===== config.mk =====
export PLATFORM = sky130hd
export DESIGN_NAME = led_controller
export DESIGN_NICKNAME = d
export VERILOG_FILES = /design/src/rtl/led_controller.sv
export SDC_FILE = /design/constraint.sdc
export NUM_CORES = 1
export LEC_CHECK = 0
export BUFFER_PORTS_ARGS = -buffer_cell sky130_fd_sc_hd__buf_2
export CORE_UTILIZATION = 50
export CTS_BUF_LIST = sky130_fd_sc_hd__clkbuf_2
export CTS_CLUSTER_DIAMETER = 30
export CTS_CLUSTER_SIZE = 30
export DETAILED_ROUTE_END_ITERATION = 16
export PLACE_DENSITY_LB_ADDON = 0.12
export SLEW_MARGIN = 0
export SYNTH_ARGS = -nofsm -noshare
export SYNTH_HDL_FRONTEND = slang
export SYNTH_SLANG_ARGS = --single-unit

===== constraint.sdc =====
create_clock -name clk_u59 -period 2.6 [get_ports clk_u59]
set_clock_uncertainty 0.2 [all_clocks]
set_input_delay 0.13 -clock clk_u59 [delete_from_list [all_inputs] [get_ports clk_u59]]
set_output_delay 0.13 -clock clk_u59 [all_outputs]
set_load 0.005 [all_outputs]

===== src/rtl/led_controller.sv =====
// Multi-channel status LED driver: each channel is OFF, ON, BLINK, PWM-dim or
// ALIVE (a slice of a free-running counter), selected through a one-cycle config port.
module led_controller #(
    parameter int NUM_LEDS   = 9,
    parameter int CNT_W      = 32,
    parameter int PRESCALE   = 1000,
    parameter int PWM_W      = 8,
    parameter int ACTIVE_LOW = 0,
    parameter int IDX_W      = (NUM_LEDS > 1) ? $clog2(NUM_LEDS) : 1
) (
    input  logic                clk_u59,
    input  logic                rst_n,
    input  logic                cfg_we,
    input  logic [IDX_W-1:0]    cfg_idx,
    input  logic [2:0]          cfg_mode,
    input  logic [PWM_W-1:0]    cfg_param,
    output logic                cfg_err,
    output logic                tick,
    output logic [NUM_LEDS-1:0] leds
);

    typedef enum logic [2:0] {
        MODE_OFF   = 3'd0,
        MODE_ON    = 3'd1,
        MODE_BLINK = 3'd2,
        MODE_PWM   = 3'd3,
        MODE_ALIVE = 3'd4
    } mode_t;

    localparam int   PRE_W = $clog2(PRESCALE);
    localparam logic POL   = (ACTIVE_LOW != 0);

    logic [CNT_W-1:0]    alive_cnt_reg;
    logic [PRE_W-1:0]    prescale_reg;
    logic                tick_reg;
    logic [PWM_W-1:0]    pwm_phase_reg;
    logic                cfg_err_reg;
    logic [NUM_LEDS-1:0] leds_reg;
    logic [NUM_LEDS-1:0] lit;
    logic                cfg_valid;
    logic                cfg_hit;

    assign cfg_valid = ({1'b0, cfg_idx} < (IDX_W + 1)'(NUM_LEDS));
    assign cfg_hit   = cfg_we && cfg_valid;

    always_ff @(posedge clk_u59 or negedge rst_n) begin
        if (!rst_n) begin
            alive_cnt_reg <= '0;
            prescale_reg  <= '0;
            tick_reg      <= 1'b0;
            pwm_phase_reg <= '0;
            cfg_err_reg   <= 1'b0;
            leds_reg      <= {NUM_LEDS{POL}};
        end else begin
            alive_cnt_reg <= alive_cnt_reg + CNT_W'(1);
            if (prescale_reg == PRE_W'(PRESCALE - 1)) begin
                prescale_reg <= '0;
            end else begin
                prescale_reg <= prescale_reg + PRE_W'(1);
            end
            tick_reg <= (prescale_reg == PRE_W'(PRESCALE - 1));
            if (tick_reg) begin
                pwm_phase_reg <= pwm_phase_reg + PWM_W'(1);
            end
            cfg_err_reg <= cfg_we && !cfg_valid;
            leds_reg    <= lit ^ {NUM_LEDS{POL}};
        end
    end

    genvar gi;
    generate
        for (gi = 0; gi < NUM_LEDS; gi++) begin : g_ch
            logic [2:0]       mode_reg;
            logic [PWM_W-1:0] param_reg;
            logic [PWM_W-1:0] blink_cnt_reg;
            logic             blink_state_reg;
            logic             wr_sel;
            logic             lit_ch;

            assign wr_sel = cfg_hit && (cfg_idx == IDX_W'(gi));

            // A write on a tick cycle clears the blink phase instead of advancing it.
            always_ff @(posedge clk_u59 or negedge rst_n) begin
                if (!rst_n) begin
                    mode_reg        <= MODE_ALIVE;
                    param_reg       <= '0;
                    blink_cnt_reg   <= '0;
                    blink_state_reg <= 1'b0;
                end else if (wr_sel) begin
                    mode_reg        <= cfg_mode;
                    param_reg       <= cfg_param;
                    blink_cnt_reg   <= '0;
                    blink_state_reg <= 1'b0;
                end else if (tick_reg && mode_reg == MODE_BLINK) begin
                    if (blink_cnt_reg == param_reg) begin
                        blink_cnt_reg   <= '0;
                        blink_state_reg <= ~blink_state_reg;
                    end else begin
                        blink_cnt_reg <= blink_cnt_reg + PWM_W'(1);
                    end
                end
            end

            always_comb begin
                lit_ch = 1'b0;
                case (mode_reg)
                    MODE_ON:    lit_ch = 1'b1;
                    MODE_BLINK: lit_ch = blink_state_reg;
                    MODE_PWM:   lit_ch = (pwm_phase_reg < param_reg);
                    MODE_ALIVE: lit_ch = alive_cnt_reg[CNT_W-NUM_LEDS+gi];
                    default:    lit_ch = 1'b0;
                endcase
            end

            assign lit[gi] = lit_ch;
        end
    endgenerate

    // Low-order counter bits only serve as a divider for the displayed slice.
    logic unused_alive_bits;
    assign unused_alive_bits = &{1'b0, alive_cnt_reg};

    assign cfg_err = cfg_err_reg;
    assign tick    = tick_reg;
    assign leds    = leds_reg;

endmodule


== Word level (Yosys, flattened, before mapping) ==
Index checks and enable logic that the tools add are counted.

* Register bits after elaboration: 241
* Input bits: 18
* Output and inout bits: 11
* Word-level logic and storage cells: 240

* $add $sub $neg: 12
* $lt $le $gt $ge: 10
* Eq/ne operators: 54
* Muxes and demuxes: 64
* Bitwise gates (word level): 9
* Reduce and logical (&&, ||, !) cells: 49

{| class="wikitable"
|+ Operators by type and width
! operator !! count
|-
| $mux W8 || 27
|-
| $add A8 B1 Y8 const B || 10
|-
| $eq A8 B8 Y1 || 9
|-
| $lt A8 B8 Y1 || 9
|-
| $eq A3 B2 Y1 const B || 18
|-
| $pmux W1 S4 || 9
|-
| $reduce_bool A2 Y1 || 18
|-
| $add A32 B1 Y32 const B || 1
|-
| $eq A3 B1 Y1 const B || 9
|-
| $eq A3 B3 Y1 const B || 9
|-
| $mux W1 || 27
|-
| $logic_and A1 B1 Y1 || 20
|-
| $reduce_and A2 Y1 || 9
|-
| $eq A4 B3 Y1 const B || 4
|-
| $add A10 B1 Y10 const B || 1
|-
| $eq A10 B10 Y1 const B || 1
|-
| $mux W10 || 1
|-
| $not A1 Y1 || 9
|-
| $eq A4 B2 Y1 const B || 2
|-
| $eq A4 B1 Y1 const B || 1
|-
| $eq A4 B4 Y1 const B || 1
|-
| $logic_not A4 Y1 || 1
|-
| $lt A4 B4 Y1 const B || 1
|-
| $logic_not A1 Y1 || 1
|}

== Depth between registers and ports, before layout ==
Gate-level depths: netlist (run 1).

* Depth in word-level cells: 5
* Gate-level depth with buffers: 7
* Gate-level depth less buffers: 7

== Worst setup path before layout (run 1) ==
Ideal clock, no wire load.

* Path kind: register -> register
* Start point: register alive_cnt_reg[0]
* End point: register alive_cnt_reg[26]
* Setup time: 0.126 ns
* Arrival: 1.605 ns
* Required time: 2.274 ns
* Slack: 0.669 ns
* Stages on the path, launching flop included: 8
* Buffers on the path: 1
* Clock period less this slack: 1.931 ns
* Cells stage by stage: dfrtp_1 ha_1 and4_1 buf_2 and4_1 and3_1 nor2b_1 xor2_1

* Longest elaborated chain between the ends: 1

{| class="wikitable"
|+ Ends and longest elaborated chain
! what !! RTL line !! source
|-
| from (decl) || 33 || <nowiki>logic [CNT_W-1:0] alive_cnt_reg;</nowiki>
|-
| from (signal assigned) || 55 || <nowiki>alive_cnt_reg <= alive_cnt_reg + CNT_W'(1);</nowiki>
|-
| $add A32 B1 Y32 || 55 ||
|}

Every way passes these cells.
A chain may end at the register's enable or synchronous reset.

== Worst setup path in the final report (run 1) ==
* Start point: input cfg_idx[3]
* End point: register g_ch[3].mode_reg[2]

* Longest elaborated chain between the ends: 3
* Elaborated cells between the ends (all ways): 4
* Classes of those cells: order compare (1); eq/ne (1); reduce/logical (2)

{| class="wikitable"
|+ Ends and longest elaborated chain
! what !! RTL line !! source
|-
| from (decl) || 14 || <nowiki>input logic [IDX_W-1:0] cfg_idx,</nowiki>
|-
| $lt A4 B4 Y1 || 43 || <nowiki>assign cfg_valid = ({1'b0, cfg_idx} < (IDX_W + 1)'(NUM_LEDS));</nowiki>
|-
| $logic_and A1 B1 Y1 || 44 || <nowiki>assign cfg_hit = cfg_we && cfg_valid;</nowiki>
|-
| $logic_and A1 B1 Y1 (*) || 80 || <nowiki>assign wr_sel = cfg_hit && (cfg_idx == IDX_W'(gi));</nowiki>
|-
| to (signal assigned) || 90 || <nowiki>mode_reg <= cfg_mode;</nowiki>
|-
| to (decl) || 73 || <nowiki>logic [2:0] mode_reg;</nowiki>
|}

Every way passes the cells marked *; elsewhere a longest branch is shown, timed or not.

==> results of run 1 <==
[cell usage after synthesis, types with 14 or more instances]
master    number  share of area, %
and3_1        20              0.97
nor4_1        15              0.72
nand4_1       37               1.8
nand2b_1      15              0.72
ha_1          75               7.2
o21ai_0       68               2.6
a21oi_1       21              0.81
nor2b_1       16              0.77
xnor2_1       74               5.0
nand3_1       55               2.1
dfrtp_1      232                45
nand2_1      168               4.9
xor2_1        91               6.2
a21o_1        14              0.81
inv_1         66               1.9
mux2_2        58               5.0
nor2_1        86               2.5
clkbuf_1      22              0.64
[worst max-delay path, stage by stage]
cell and delay, ns:
dlygate4sd3_1 0.53, clkbuf_4 0.22, and3b_1 0.23, dlygate4sd3_1 0.58, nand2_1 0.14, dlygate4sd3_1 0.65
nand2_1 0.09, nand2_1 0.05, dlygate4sd3_1 0.56
[layout make-up]
cell class | instances | share of cell area (%)
inverters | 68 | 1.68
diodes | 4 | 0.0660
multi-input cells | 937 | 43.0
well taps | 330 | 2.72
clock inverters | 45 | 4.02
clock buffers | 60 | 1.98
flip-flops and latches | 241 | 39.8
repair buffers | 115 | 6.75
[stage by stage]
step,utilization (%),cells
after floorplan,-,1280
after global placement,53.6,1626
after detailed placement,53.6,1626
after CTS,59.9,1797
after global routing,59.9,1800
final,59.9,1800
[logic make-up (layout without fill, tap and decap cells)]
group,count (synthesis),after routing
xor+xnor,165,165
simple gates,480,480
fa+ha+maj,75,75
flops,241,241
buf+inv,102,288
mux,60,60
other cells,0,4
compound gates,157,157
[power by group through the flow]
stage | Sequential (mW) | Combinational, mW | Clock [mW]
detailed placement | 4.70 | 1.41 | 0
global route | 4.69 | 1.71 | 4.22
finish | 4.63 | 1.51 | 3.92
global placement | 4.69 | 1.37 | 0
CTS | 4.62 | 1.52 | 4.02
floorplan | 4.57 | 1.02 | 0
[per-layer routing]
metal	part of all wire (%)	routed length (um)	GRT usage (%)	up-vias
met1	47	14900	34.1	4716
met4	2.8	900	8.75	0
li1	-	-	-	4753
met3	4.5	1450	4.28	64
met5	0	0	0	-
met2	46	14800	40.6	191
[timing repair]
action                                  CTS  global route
hold buffers                             66             0
endpoints found under the hold margin   418             0
gates resized for setup                   0             2
endpoints found under the setup margin    0            11
[worst max path at each step]
| stage | to | startpoint | cells past startpoint | slack, ns |
|---|---|---|---|---|
| after floorplan | alive_cnt_reg[26] | alive_cnt_reg[0] | 7 | 0.67 |
| after global placement | g_ch[6].blink_cnt_reg[5] | tick | 6 | 0.39 |
| after detailed placement | g_ch[6].blink_cnt_reg[7] | tick | 6 | 0.36 |
| after CTS | g_ch[1].blink_cnt_reg[6] | cfg_idx[3] | 9 | 0.10 |
| after global routing | g_ch[3].mode_reg[2] | cfg_idx[3] | 9 | 0.04 |
| final | g_ch[3].mode_reg[2] | cfg_idx[3] | 9 | 0.06 |
==> flow_summary.yaml, run 1 <==
logic_synthesis:
  synthAdderAreaFrac_pct: 7.24
  synth_area_mm2: 0.0130
  muxShareOfSynthArea_pct: 5.20
  synthArstFlopShare_pct: 100
  syn-num-nets: 1373
  synth_seq_cells: 241
  synth-main-ff-cell: "dfrtp_1"
  synth_xor_area_share_pct: 11.2
  synth_simple_gate_area_share_pct: 18.9
  synth_cell_types: 56
  ys_warn_count: 0
  syn_avg_cell_area_um2: 10.1
  netlist_instances: 1280
  ys_seq_area_share_pct: 46.6
  synth_top_family_by_area: "simple AND/OR/NAND/NOR gates"
  synth_edf_count: 0
  synth-compound-area-share_pct: 7.72
power_and_ir_drop:
  clock_power_share_pct: 39.0
  vdd_drop_max_v: 0.000368
  p_sw_share_pct: 29.7
  total_leakage_power_nw: 7.25
  seqPwrFrac_pct: 46.0
  power_mw: 10.1
  intPower_mw: 7.06
  switching_power_mw: 2.99
  power_density_mw_per_mm2: 663
  p_comb_share_pct: 15.0
clocking:
  cts_inserted_buffers: 56
  clock-sinks: 241
  cts-htree-levels: 2
  clock_path_buffers: 3
  post_cts_buffers: 0
  cts_root_buffer: "clkbuf_2"
  cts_tree: "done"
  clock_latency_ns: 0.90
  clkTransAtPathRegs_ns: 0.15
global_route:
  grt_start_max_net_pins: 63
  antenna_found_initial: 1
  grt_pass1_wl_um: 51400
  grt_usage_pct: 25.1
  grt_overflow: 0
  grt_pass1_vias: 9645
detailed_routing:
  vias: 9724
  drt_iter0_drc: 535
  finalWirelength_um: 32100
  avgViaCountPerCell: 5.40
  ant_nets: 0
  route.detailed.drc: 0
  dr.pass1.iters: 4
  wl_per_cell_um: 17.8
timing:
  finalMaxSlewViolations: 0
  hold_violations: 0
  finalCritPeriodShare_pct: 97.8
  slew_headroom_pct: 49.2
  worst_pin_slew_ns: 0.762
  finalSetupTns_ns: 0
  setup_slack_ns: 0.0580
  max_freq_mhz: 393
  hold_ws_ns: 0.0471
  period_minus_slack_ns: 2.54
  setup_viol: 0
  rsz0062_at_grt: "no"
critical_path:
  r2r_end: "g_ch[6].blink_cnt_reg[7]"
  r2r_start: "tick"
  arrival_ns: 3.17
  cp_max_fo: 12
  crit_required_ns: 3.23
  rr_worst_depth: 6
  r2r_slack_ns: 0.30
  path_class: "in2reg"
  cp-start-kind: "input pin"
  end_kind: "flop"
floorplan:
  io_pins: 29
  die-area_mm2: 0.0266
  coreArea_mm2: 0.0253
  rows: 58
  fp.dieH_um: 163
  initial_core_util_pct: 51.1
  die_w_um: 163
run_status:
  status: "finished, final reports clean"
min_path:
  hp-start: "cfg_idx[3]"
  whs_path_depth: 4
  hp-class: "in2reg"
  hold_end: "g_ch[6].blink_state_reg"
layout:
  layout_common_cells: "dfrtp_1, nand2_1, xor2_1"
  multi_input_area_mm2: 0.00652
  seq_area_mm2: 0.00604
  fill_cells: 2215
  layout.nets: 1512
  area_growth_pct: 17.1
  layout_commonest_cell: "dfrtp_1"
  drive_above_1_share_pct: 16.2
  stdcell_area_mm2: 0.0152
placed_design:
  place.gp.congestion: 0.868
  placed_cell_area_mm2: 0.0136
  port_buffers: 28
  preCtsSetupSlack_ns: 0.365
  hpwl_um: 21300
job:
  maxCapViolCount: 0
Note: power is estimated with default switching activity, not from simulation.
==> run 2, diff against run 1 <==
--- a/config.mk
+++ b/config.mk
@@ -6,7 +6,9 @@
 export NUM_CORES = 1
 export LEC_CHECK = 0
 export BUFFER_PORTS_ARGS = -buffer_cell sky130_fd_sc_hd__buf_2
-export CORE_UTILIZATION = 50
+export CELL_PAD_IN_SITES_DETAIL_PLACEMENT = 0
+export CELL_PAD_IN_SITES_GLOBAL_PLACEMENT = 2
+export CORE_UTILIZATION = 43
 export CTS_BUF_LIST = sky130_fd_sc_hd__clkbuf_2
 export CTS_CLUSTER_DIAMETER = 30
 export CTS_CLUSTER_SIZE = 30
==> flow_summary.yaml, run 2 (synthesis gave the netlist of run 1 again) <==
run_status:
  status: "finished with violations"
  violations: "hold timing"
clocking:
  cts_inserted_buffers: 66
  clock-sinks: 241
  clock_latency_ns: 0.89
  cts_root_buffer: "clkbuf_2"
  clock_path_buffers: 3
  cts-htree-levels: 3
  clkTransAtPathRegs_ns: 0.13
  cts_tree: "done"
  post_cts_buffers: 0
global_route:
  grt_overflow: 0
  grt_start_max_net_pins: 68
  antenna_found_initial: 2
  grt_usage_pct: 23.8
  grt_pass1_wl_um: 56200
  grt_pass1_vias: 9915
critical_path:
  crit_required_ns: 3.23
  crit_buf_inv: 5
  worstPathCellList: "dlygate4sd3_1, clkbuf_4, and3b_1, dlygate4sd3_1, nand2_1, dlygate4sd3_1, nand2_1, nand2_1, dlygate4sd3_1"
  path_class: "in2reg"
  r2r_start: "tick"
  r2r_slack_ns: 0.15
  crit_family: "buffers and inverters"
  cp_slowest_cell: "dlygate4sd3_1"
  slowest_delay_ns: 0.69
  crit_path_frequent_cell: "dlygate4sd3_1"
  cp-startpoint: "cfg_idx[3]"
  arrival_ns: 3.23
  cp-start-kind: "input pin"
  cp_max_fo: 12
  end_kind: "flop"
layout:
  layout.nets: 1530
  seq_area_mm2: 0.00604
  area_growth_pct: 19.0
  multi_input_area_mm2: 0.00652
  layout_common_cells: "dfrtp_1, nand2_1, xor2_1"
  drive_above_1_share_pct: 17.2
  layout_commonest_cell: "dfrtp_1"
  fill_cells: 2815
timing:
  hold_violations: 1
  rsz0062_at_grt: "no"
  hold_ws_ns: -0.0197
  worst_pin_slew_ns: 0.855
  max_freq_mhz: 385
  finalMaxSlewViolations: 0
  finalSetupTns_ns: 0
  slew_headroom_pct: 43.0
  setup_viol: 0
  finalCritPeriodShare_pct: 100
  period_minus_slack_ns: 2.60
detailed_routing:
  dr.pass1.iters: 5
  ant_nets: 0
  avgViaCountPerCell: 5.22
  wl_per_cell_um: 18.6
  finalWirelength_um: 34900
  drt_iter0_drc: 519
  vias: 9825
  route.detailed.drc: 0
placed_design:
  port_buffers: 28
  place.gp.congestion: 0.807
  hpwl_um: 22400
job:
  maxCapViolCount: 0
min_path:
  hp-class: "in2reg"
  hp-start: "cfg_we"
floorplan:
  die_w_um: 176
  io_pins: 29
  coreArea_mm2: 0.0296
  fp.dieH_um: 176
  initial_core_util_pct: 43.7
  rows: 63
  die-area_mm2: 0.0308
power_and_ir_drop:
  total_leakage_power_nw: 7.36
  p_comb_share_pct: 14.6
  intPower_mw: 7.36
  seqPwrFrac_pct: 44.3
  switching_power_mw: 3.09
  vdd_drop_max_v: 0.000444
  power_mw: 10.4
  clock_power_share_pct: 41.1
  p_sw_share_pct: 29.6
  power_density_mw_per_mm2: 678
## run 2: cell type report
class,instances,area share (%)
Multi-Input combinational cell,937,42.3
Sequential cell,241,39.2
Timing Repair Buffer,123,7.11
Clock inverter,48,4.24
Tap cell,390,3.16
Clock buffer,72,2.34
Inverter,68,1.66
Antenna cell,2,0.0325
## run 2: power groups by stage
stage	sequential, mW	clock [mW]	combinational [mW]
6_report	4.63	4.29	1.52
5_1_grt	4.70	4.61	1.73
4_1_cts	4.63	4.41	1.54
3_5_place_dp	4.71	0	1.43
3_3_place_gp	4.70	0	1.40
2_1_floorplan	4.57	0	1.02
## run 2: path summary, 6_finish.rpt
path | end | cells after the start
worst max-delay path | g_ch[3].mode_reg[2] | 9
worst min-delay path | g_ch[3].blink_cnt_reg[6] | 6
worst max register to register | g_ch[5].blink_cnt_reg[7] | 6
worst min register to register | alive_cnt_reg[19] | 1
max in group asynchronous | g_ch[2].mode_reg[2] | 5
min in group asynchronous | alive_cnt_reg[23] | 4
## run 2: worst reg2reg max path, delay by kind of cell (launching register included)
family	cells	cell delay [ns]
flip-flops	1	0.54
AND/OR/NAND/NOR	2	0.38
AO/OA/AOI/OAI	2	0.40
buffers and inverters	2	0.83
## run 2: what timing repair did
action                     in CTS  in global routing
gates resized for setup         0                  2
setup endpoints to repair       0                  4
hold buffers                   66                  6
hold endpoints to repair      418                 32
## run 2: stage by stage
stage	utilization, %	cell area (um^2)	cells	worst slack, ns	hold slack [ns]
4_1_cts	51.8	15400	1875	0.0380	0.00135
5_1_grt	52.0	15400	1880	0.0361	0.0128
2_1_floorplan	-	13000	1280	0.669	-0.366
6_report	52.0	15400	1881	0.000234	-0.0197
3_3_place_gp	46.1	13700	1689	0.332	-0.0982
3_5_place_dp	46.1	13700	1689	0.334	-0.0961
## run 2: routing by layer
metal	global-route usage (%)	up-vias	share of wire (%)
li1	-	4801	-
met1	32.5	4755	48
met2	37.5	182	45
met3	4.39	87	3.9
met4	9.46	0	3.2
met5	0	-	0
